[src/rtl/ps2_pkg.sv]
// Shared types and constants for the PS/2 keyboard receiver.
// Scancodes are set 2; digit keys are the top-row numerals.
package ps2_pkg;

    typedef enum logic [1:0] {
        ST_IDLE,
        ST_DATA,
        ST_PARITY,
        ST_STOP
    } state_e;

    localparam logic [7:0] CODE_EXT = 8'hE0;
    localparam logic [7:0] CODE_BRK = 8'hF0;

    localparam logic [7:0] KEY_0 = 8'h45;
    localparam logic [7:0] KEY_1 = 8'h16;
    localparam logic [7:0] KEY_2 = 8'h1E;
    localparam logic [7:0] KEY_3 = 8'h26;
    localparam logic [7:0] KEY_4 = 8'h25;
    localparam logic [7:0] KEY_5 = 8'h2E;
    localparam logic [7:0] KEY_6 = 8'h36;
    localparam logic [7:0] KEY_7 = 8'h3D;
    localparam logic [7:0] KEY_8 = 8'h3E;
    localparam logic [7:0] KEY_9 = 8'h46;

    typedef struct packed {
        logic [7:0] code;
        logic       brk;
        logic       ext;
    } ps2_event_t;

    // 4'hF marks a non-digit code.
    function automatic logic [3:0] digit_of(input logic [7:0] code);
        logic [3:0] v;
        case (code)
            KEY_0:   v = 4'd0;
            KEY_1:   v = 4'd1;
            KEY_2:   v = 4'd2;
            KEY_3:   v = 4'd3;
            KEY_4:   v = 4'd4;
            KEY_5:   v = 4'd5;
            KEY_6:   v = 4'd6;
            KEY_7:   v = 4'd7;
            KEY_8:   v = 4'd8;
            KEY_9:   v = 4'd9;
            default: v = 4'hF;
        endcase
        return v;
    endfunction

endpackage

[src/rtl/ps2_event_fifo.sv]
// Small synchronous FIFO for decoded key events.
// Head data reads as zero while empty.
module ps2_event_fifo #(
    parameter int DEPTH = 4,
    parameter int WIDTH = 10
) (
    input  logic             clk,
    input  logic             rst_n,
    input  logic             push,
    input  logic             pop,
    input  logic [WIDTH-1:0] din,
    output logic [WIDTH-1:0] dout,
    output logic             full,
    output logic             empty
);
    localparam int AW = $clog2(DEPTH);

    logic [AW:0]      wr_q, wr_d;
    logic [AW:0]      rd_q, rd_d;
    logic [WIDTH-1:0] mem_q [DEPTH];
    logic             do_push;
    logic             do_pop;

    assign empty = (wr_q == rd_q);
    assign full  = (wr_q[AW] != rd_q[AW]) &&
                   (wr_q[AW-1:0] == rd_q[AW-1:0]);

    // A pop in the same cycle frees the slot a full push needs.
    assign do_pop  = pop & ~empty;
    assign do_push = push & (~full | do_pop);

    always_comb begin
        wr_d = wr_q;
        rd_d = rd_q;
        if (do_push) wr_d = wr_q + (AW+1)'(1);
        if (do_pop)  rd_d = rd_q + (AW+1)'(1);
    end

    always_ff @(posedge clk or negedge rst_n) begin
        if (!rst_n) begin
            wr_q <= '0;
            rd_q <= '0;
        end else begin
            wr_q <= wr_d;
            rd_q <= rd_d;
        end
    end

    always_ff @(posedge clk) begin
        if (do_push) mem_q[wr_q[AW-1:0]] <= din;
    end

    assign dout = empty ? '0 : mem_q[rd_q[AW-1:0]];

endmodule

[src/rtl/ps2_keyboard_rx.sv]
// PS/2 keyboard receiver: sync, clock filter, frame FSM,
// prefix folding, event FIFO and numeric LED display.
module ps2_keyboard_rx
    import ps2_pkg::*;
#(
    parameter int SYNC_STAGES    = 2,
    parameter int FILTER_LEN     = 8,
    parameter int TIMEOUT_CYCLES = 50000,
    parameter int FIFO_DEPTH     = 4,
    parameter int LED_WIDTH      = 16
) (
    input  logic                 Clock,
    input  logic                 ResetN,
    input  logic                 PS2Clock,
    input  logic                 PS2Data,
    output logic                 EvValid,
    input  logic                 EvReady,
    output logic [7:0]           EvCode,
    output logic                 EvBreak,
    output logic                 EvExt,
    output logic                 FrameError,
    output logic                 Overflow,
    output logic [LED_WIDTH-1:0] led
);
    localparam int CW = (FILTER_LEN > 1) ? $clog2(FILTER_LEN) : 1;
    localparam int TW = $clog2(TIMEOUT_CYCLES + 1);
    localparam logic [CW-1:0] FLT_MAX = CW'(FILTER_LEN - 1);
    localparam logic [TW-1:0] TMO_MAX = TW'(TIMEOUT_CYCLES);

    logic [SYNC_STAGES-1:0] cs_q, cs_d, ds_q, ds_d;
    logic                   clk_s, data_s;
    logic                   filt_q, filt_d;
    logic [CW-1:0]          flt_cnt_q, flt_cnt_d;
    logic                   fall;

    state_e                 state_q, state_d;
    logic [2:0]             bit_q, bit_d;
    logic [7:0]             shift_q, shift_d;
    logic                   par_q, par_d;
    logic [TW-1:0]          tmo_q, tmo_d;
    logic                   err_q, err_d;
    logic                   good_q, good_d;
    logic                   ext_q, ext_d;
    logic                   brk_q, brk_d;
    logic [LED_WIDTH-1:0]   led_q, led_d;

    logic                   push, pop, full, empty;
    logic [3:0]             dig;
    ps2_event_t             ev_in, ev_out;

    assign clk_s  = cs_q[SYNC_STAGES-1];
    assign data_s = ds_q[SYNC_STAGES-1];

    always_comb begin
        cs_d      = {cs_q[SYNC_STAGES-2:0], PS2Clock};
        ds_d      = {ds_q[SYNC_STAGES-2:0], PS2Data};
        filt_d    = filt_q;
        flt_cnt_d = '0;
        if (clk_s != filt_q) begin
            if (flt_cnt_q == FLT_MAX) filt_d = clk_s;
            else flt_cnt_d = flt_cnt_q + CW'(1);
        end
        fall = filt_q & ~filt_d;
    end

    always_comb begin
        state_d = state_q;
        bit_d   = bit_q;
        shift_d = shift_q;
        par_d   = par_q;
        tmo_d   = '0;
        err_d   = 1'b0;
        good_d  = 1'b0;
        if (fall) begin
            unique case (state_q)
                ST_IDLE: begin
                    if (!data_s) begin
                        state_d = ST_DATA;
                        bit_d   = '0;
                    end
                end
                ST_DATA: begin
                    shift_d = {data_s, shift_q[7:1]};
                    bit_d   = bit_q + 3'd1;
                    if (bit_q == 3'd7) state_d = ST_PARITY;
                end
                ST_PARITY: begin
                    par_d   = data_s;
                    state_d = ST_STOP;
                end
                ST_STOP: begin
                    state_d = ST_IDLE;
                    if (data_s && (^{shift_q, par_q})) good_d = 1'b1;
                    else err_d = 1'b1;
                end
            endcase
        end else if (state_q != ST_IDLE) begin
            if (tmo_q == TMO_MAX) begin
                state_d = ST_IDLE;
                err_d   = 1'b1;
            end else begin
                tmo_d = tmo_q + TW'(1);
            end
        end
    end

    // Byte is consumed the cycle after the stop bit; shift_q is still stable.
    always_comb begin
        ext_d = ext_q;
        brk_d = brk_q;
        push  = 1'b0;
        if (err_q) begin
            ext_d = 1'b0;
            brk_d = 1'b0;
        end else if (good_q) begin
            if (shift_q == CODE_EXT) ext_d = 1'b1;
            else if (shift_q == CODE_BRK) brk_d = 1'b1;
            else begin
                push  = 1'b1;
                ext_d = 1'b0;
                brk_d = 1'b0;
            end
        end
    end

    always_comb begin
        dig   = digit_of(shift_q);
        led_d = led_q;
        if (push && !brk_q && !ext_q) begin
            if (dig == 4'hF) led_d = '1;
            else led_d = LED_WIDTH'(dig);
        end
    end

    always_ff @(posedge Clock or negedge ResetN) begin
        if (!ResetN) begin
            cs_q      <= '1;
            ds_q      <= '1;
            filt_q    <= 1'b1;
            flt_cnt_q <= '0;
            state_q   <= ST_IDLE;
            bit_q     <= '0;
            shift_q   <= '0;
            par_q     <= 1'b0;
            tmo_q     <= '0;
            err_q     <= 1'b0;
            good_q    <= 1'b0;
            ext_q     <= 1'b0;
            brk_q     <= 1'b0;
            led_q     <= '0;
        end else begin
            cs_q      <= cs_d;
            ds_q      <= ds_d;
            filt_q    <= filt_d;
            flt_cnt_q <= flt_cnt_d;
            state_q   <= state_d;
            bit_q     <= bit_d;
            shift_q   <= shift_d;
            par_q     <= par_d;
            tmo_q     <= tmo_d;
            err_q     <= err_d;
            good_q    <= good_d;
            ext_q     <= ext_d;
            brk_q     <= brk_d;
            led_q     <= led_d;
        end
    end

    assign ev_in = '{code: shift_q, brk: brk_q, ext: ext_q};
    assign pop   = EvReady & ~empty;

    ps2_event_fifo #(
        .DEPTH (FIFO_DEPTH),
        .WIDTH ($bits(ps2_event_t))
    ) u_fifo (
        .clk   (Clock),
        .rst_n (ResetN),
        .push  (push),
        .pop   (pop),
        .din   (ev_in),
        .dout  (ev_out),
        .full  (full),
        .empty (empty)
    );

    assign EvValid    = ~empty;
    assign EvCode     = ev_out.code;
    assign EvBreak    = ev_out.brk;
    assign EvExt      = ev_out.ext;
    assign FrameError = err_q;
    assign Overflow   = push & full & ~pop;
    assign led        = led_q;

endmodule
[config.mk]
export PLATFORM = sky130hd
export DESIGN_NAME = ps2_keyboard_rx
export DESIGN_NICKNAME = d
export VERILOG_FILES = /design/src/rtl/ps2_pkg.sv /design/src/rtl/ps2_event_fifo.sv /design/src/rtl/ps2_keyboard_rx.sv
export SDC_FILE = /design/constraint.sdc
export NUM_CORES = 1
export LEC_CHECK = 0
export ABC_AREA = 1
export BUFFER_PORTS_ARGS = -buffer_cell sky130_fd_sc_hd__buf_2
export CORE_ASPECT_RATIO = 0.9
export CORE_UTILIZATION = 54
export CTS_BUF_LIST = sky130_fd_sc_hd__clkbuf_16
export DETAILED_ROUTE_END_ITERATION = 6
export GPL_TIMING_DRIVEN = 0
export PLACE_DENSITY = 0.82
export SETUP_SLACK_MARGIN = 0.15
export SYNTH_ARGS = -nofsm -noshare
export SYNTH_HDL_FRONTEND = slang
export SYNTH_SLANG_ARGS = --single-unit
[constraint.sdc]
create_clock -name Clock -period 1.95 [get_ports Clock]
set_clock_uncertainty 0.05 [all_clocks]
set_input_delay 0.195 -clock Clock [delete_from_list [all_inputs] [get_ports Clock]]
set_output_delay 0.195 -clock Clock [all_outputs]
set_load 0.005 [all_outputs]
==> results.md <==
- Clk pwr share: 45.9%
- CTS H-Tree Depth: 3
- IO Port Bufs: 33
- Flops & latches, synth: 93
- CP endpoint kind: output port
- Largest net degree at the start of global routing: 54
- Critical path cell sequence: xor2_2 -> a21oi_2 -> nand2_2 -> buf_6 -> nand2_2 -> inv_1 -> buf_2
- Critical path class: flop to output port
- Final nets: 620
- Clock Latency Late Sink: 0.35 ns
- Post-route setup TNS: 0 ns
- Post-layout minimum cycle time: 1.884 ns
- Synth cell types: 33
- Net Sw Frac: 20.80%
- Worst setup SP type: flop
- Initial core utilization: 56.54%
- CTS tree: done
- Critical-path cell with the highest stage delay: dfrtp_2
- Routed Antenna Nets: 0
- ANT cells: 0
- IO Pins: 34
- Main synth FF type: dfrtp_1
- Final hold vios: 0
- Synthesized area: 4606 um2
- Cell Count, Final, Fillers Out: 704
- Leak: 2.917 nW
- Max Cap Viol: 0
- Syn. warnings: 0
- Syn_nets: 532
- Crit path top cell by count: nand2_2
- Syn_area_per_cell: 8.995 um2
- First-pass GRT wire length: 16,610 um
- DRC: 0
- Sequential Power Share: 51.0%
- Crit share post-route: 96.63%
- WL per Instance: 14.90 um
- DRT Pass-1 Iters: 4
- Switching Power: 0.0008557 W
- Largest fanout on the critical path: 5
- Critical path required time: 1.70 ns
- Slew @ Worst Pin: 1.180 ns
- Row cnt: 31
- Detailed-route via count: 3,742
- Slew HR: 21.32%
- Max Transition Viols Final: 0
- Root Driver: clkbuf_16
- Crit path max-delay family: flip-flops
- Area of the multi-input gates: 1862 um2
- Commonest non-fill, non-tap cell in the layout: nand2_1
- CP max stage delay: 0.47 ns
- P&R area growth vs syn: 28.58%
- Register area share after synthesis: 55.01%
- Most frequent cells in the layout: nand2_1 (102), nor2_1 (55), inv_1 (54), buf_4 (41), edfxtp_1 (40)
- Combinational fraction of design power: 3.1%
- Power density over cell area: 694.7 nW/um2
- Clock slew at reported path FFs: 0.07 ns
- Vias/cell: 5.315
- GR Overflow Total: 0
- Crit path buffers/inverters: 3
- Dpl hpwl: 6100 um
- Initial antenna violation count: 0
- Number of global-route vias before repair: 3,682
- Fin area: 5922 um2
- EDFF count, synth: 40
- Die width: 99.35 um
- Die area: 8903 um2
- Clk sinks: 93
- Hold Path Class: input pin to async pin
- Share of flip-flops with an asynchronous set or reset: 56.99%
- Setup Slack @ Placement: -0.5328 ns
- Gr usage total: 24.65%
- Final setup margin: 0.06576 ns
- Post-placement cell count: 644
- Routed Wire Length: 10,490 um
- Clock buffer depth: 2
- Max VDD drop: 0.6358 mV
- RSZ-0062 raised after global routing: true
- Register Area: 2545 um2
- Core region area: 8145 um2
- # fillers: 518
- # setup viols final: 0
- Initial DRC Count: 187
- P_int: 0.003258 W
- Status: finished, final reports clean
- Maximum clock frequency: 530.7 MHz
- Syn Inst Count: 512
- Placed inst area: 4895 um2
- Die height: 89.62 um
- Layout cells sized above 1: 32.89%
- Crit path DAT: 1.64 ns
- Placer Congestion: 0.9091
- CTS Buf Count: 9
-- worst paths after layout --
path | startpoint | to | slack (ns) | depth (start not counted)
hold / removal | ResetN | led[14]$_DFFE_PN0P_ | 0.04 | 1
setup / recovery | u_fifo.rd_q[0]$_DFFE_PN0P_ | EvCode[2] | 0.07 | 7
min in group Clock | EvReady | u_fifo.rd_q[2]$_DFFE_PN0P_ | 0.12 | 3
setup reg to reg | shift_q[5]$_DFFE_PN0N_ | u_fifo.mem_q[0][8]$_DFFE_PP_ | 0.07 | 10
max in group asynchronous | ResetN | shift_q[5]$_DFFE_PN0N_ | 1.00 | 1
hold reg to reg | ds_q[0]$_DFF_PN1_ | ds_q[1]$_DFF_PN1_ | 0.31 | 0
-- final cells by class --
type / instances / share of cell area [%]
repair buffers: 76 / 10.48
repair inverters: 1 / 0.1268
clock inverters: 7 / 1.648
multi-input cells: 328 / 31.44
clock buffers: 9 / 3.803
flip-flops and latches: 93 / 42.97
plain buffers: 21 / 2.958
well taps: 99 / 2.092
inverters: 70 / 4.479
-- power groups by stage --
stage | clock (W) | sequential [W] | combinational [W]
2_1_floorplan | 0 | 0.00213 | 0.0000635
3_3_place_gp | 0 | 0.00213 | 0.0000963
3_5_place_dp | 0 | 0.00213 | 0.000105
4_1_cts | 0.00190 | 0.00210 | 0.000112
5_1_grt | 0.00199 | 0.00210 | 0.000152
6_report | 0.00189 | 0.00210 | 0.000126
-- layer usage --
| metal | track usage (%) | vias to the layer above | routed length (um) |
|---|---|---|---|
| met5 | 0 | - | 0 |
| met4 | 11.10 | 0 | 323 |
| met3 | 4.954 | 32 | 382 |
| met2 | 46.02 | 113 | 5530 |
| met1 | 27.88 | 1784 | 4255 |
| li1 | - | 1813 | - |
-- cells in the mapped netlist (all sizes together), types with 6 or more instances --
cell      n  area [um2]
dfrtp    48        1201
inv      70       262.8
o21ai    40       200.2
a21oi    16       83.83
o22ai    10       62.56
edfxtp   40        1201
buf      15       111.4
nand2   126       493.0
nor2     73       314.0
xor2      6       52.55
clkbuf    6       22.52
nand3    21       115.1
nor3      7       56.31
ha       15       187.7
-- stage by stage --
step / utilization, % / total power (W) / hold WS (ns)
6_report: 72.70 / 0.004114 / 0.03643
3_5_place_dp: 60.09 / 0.002240 / 0.2547
5_1_grt: 72.70 / 0.004247 / 0.1035
4_1_cts: 69.98 / 0.004109 / 0.07373
3_3_place_gp: 60.09 / 0.002229 / 0.2513
2_1_floorplan: - / 0.002193 / -0.1506
-- state kept, by name, summed over array words and instances (netlist names), 3 cells and up --
name / count
u_fifo.mem_q: 40
tmo_q: 16
shift_q: 8
led: 5
bit_q: 3
flt_cnt_q: 3
u_fifo.rd_q: 3
u_fifo.wr_q: 3
-- worst reg2reg max path, cell delays in order, from the launching register on --
cell	delay, ns
dfrtp_2	0.41
buf_6	0.13
nand2_4	0.06
inv_2	0.04
nand4_1	0.10
nand2_2	0.12
nor2_4	0.17
nand2_4	0.10
buf_12	0.14
nor2_4	0.14
buf_12	0.14
-- cell families after synthesis --
logic type	synth area share (%)
simple gates	22.36
flops	55.01
buf+inv	8.612
compound gates	8.041
fa+ha+maj	4.075
xor+xnor	1.902
-- what timing repair did --
| action | 4_1_cts | 5_1_grt |
|---|---|---|
| endpoints found under the hold margin | 2 | 0 |
| hold buffers | 2 | 0 |
| buffers inserted | 27 | 12 |
| cloned | 3 | 0 |
| resized for setup | 59 | 45 |
| endpoints found under the setup margin | 59 | 83 |
| pin swaps | 13 | 9 |
(Power assumes the default switching activity.)
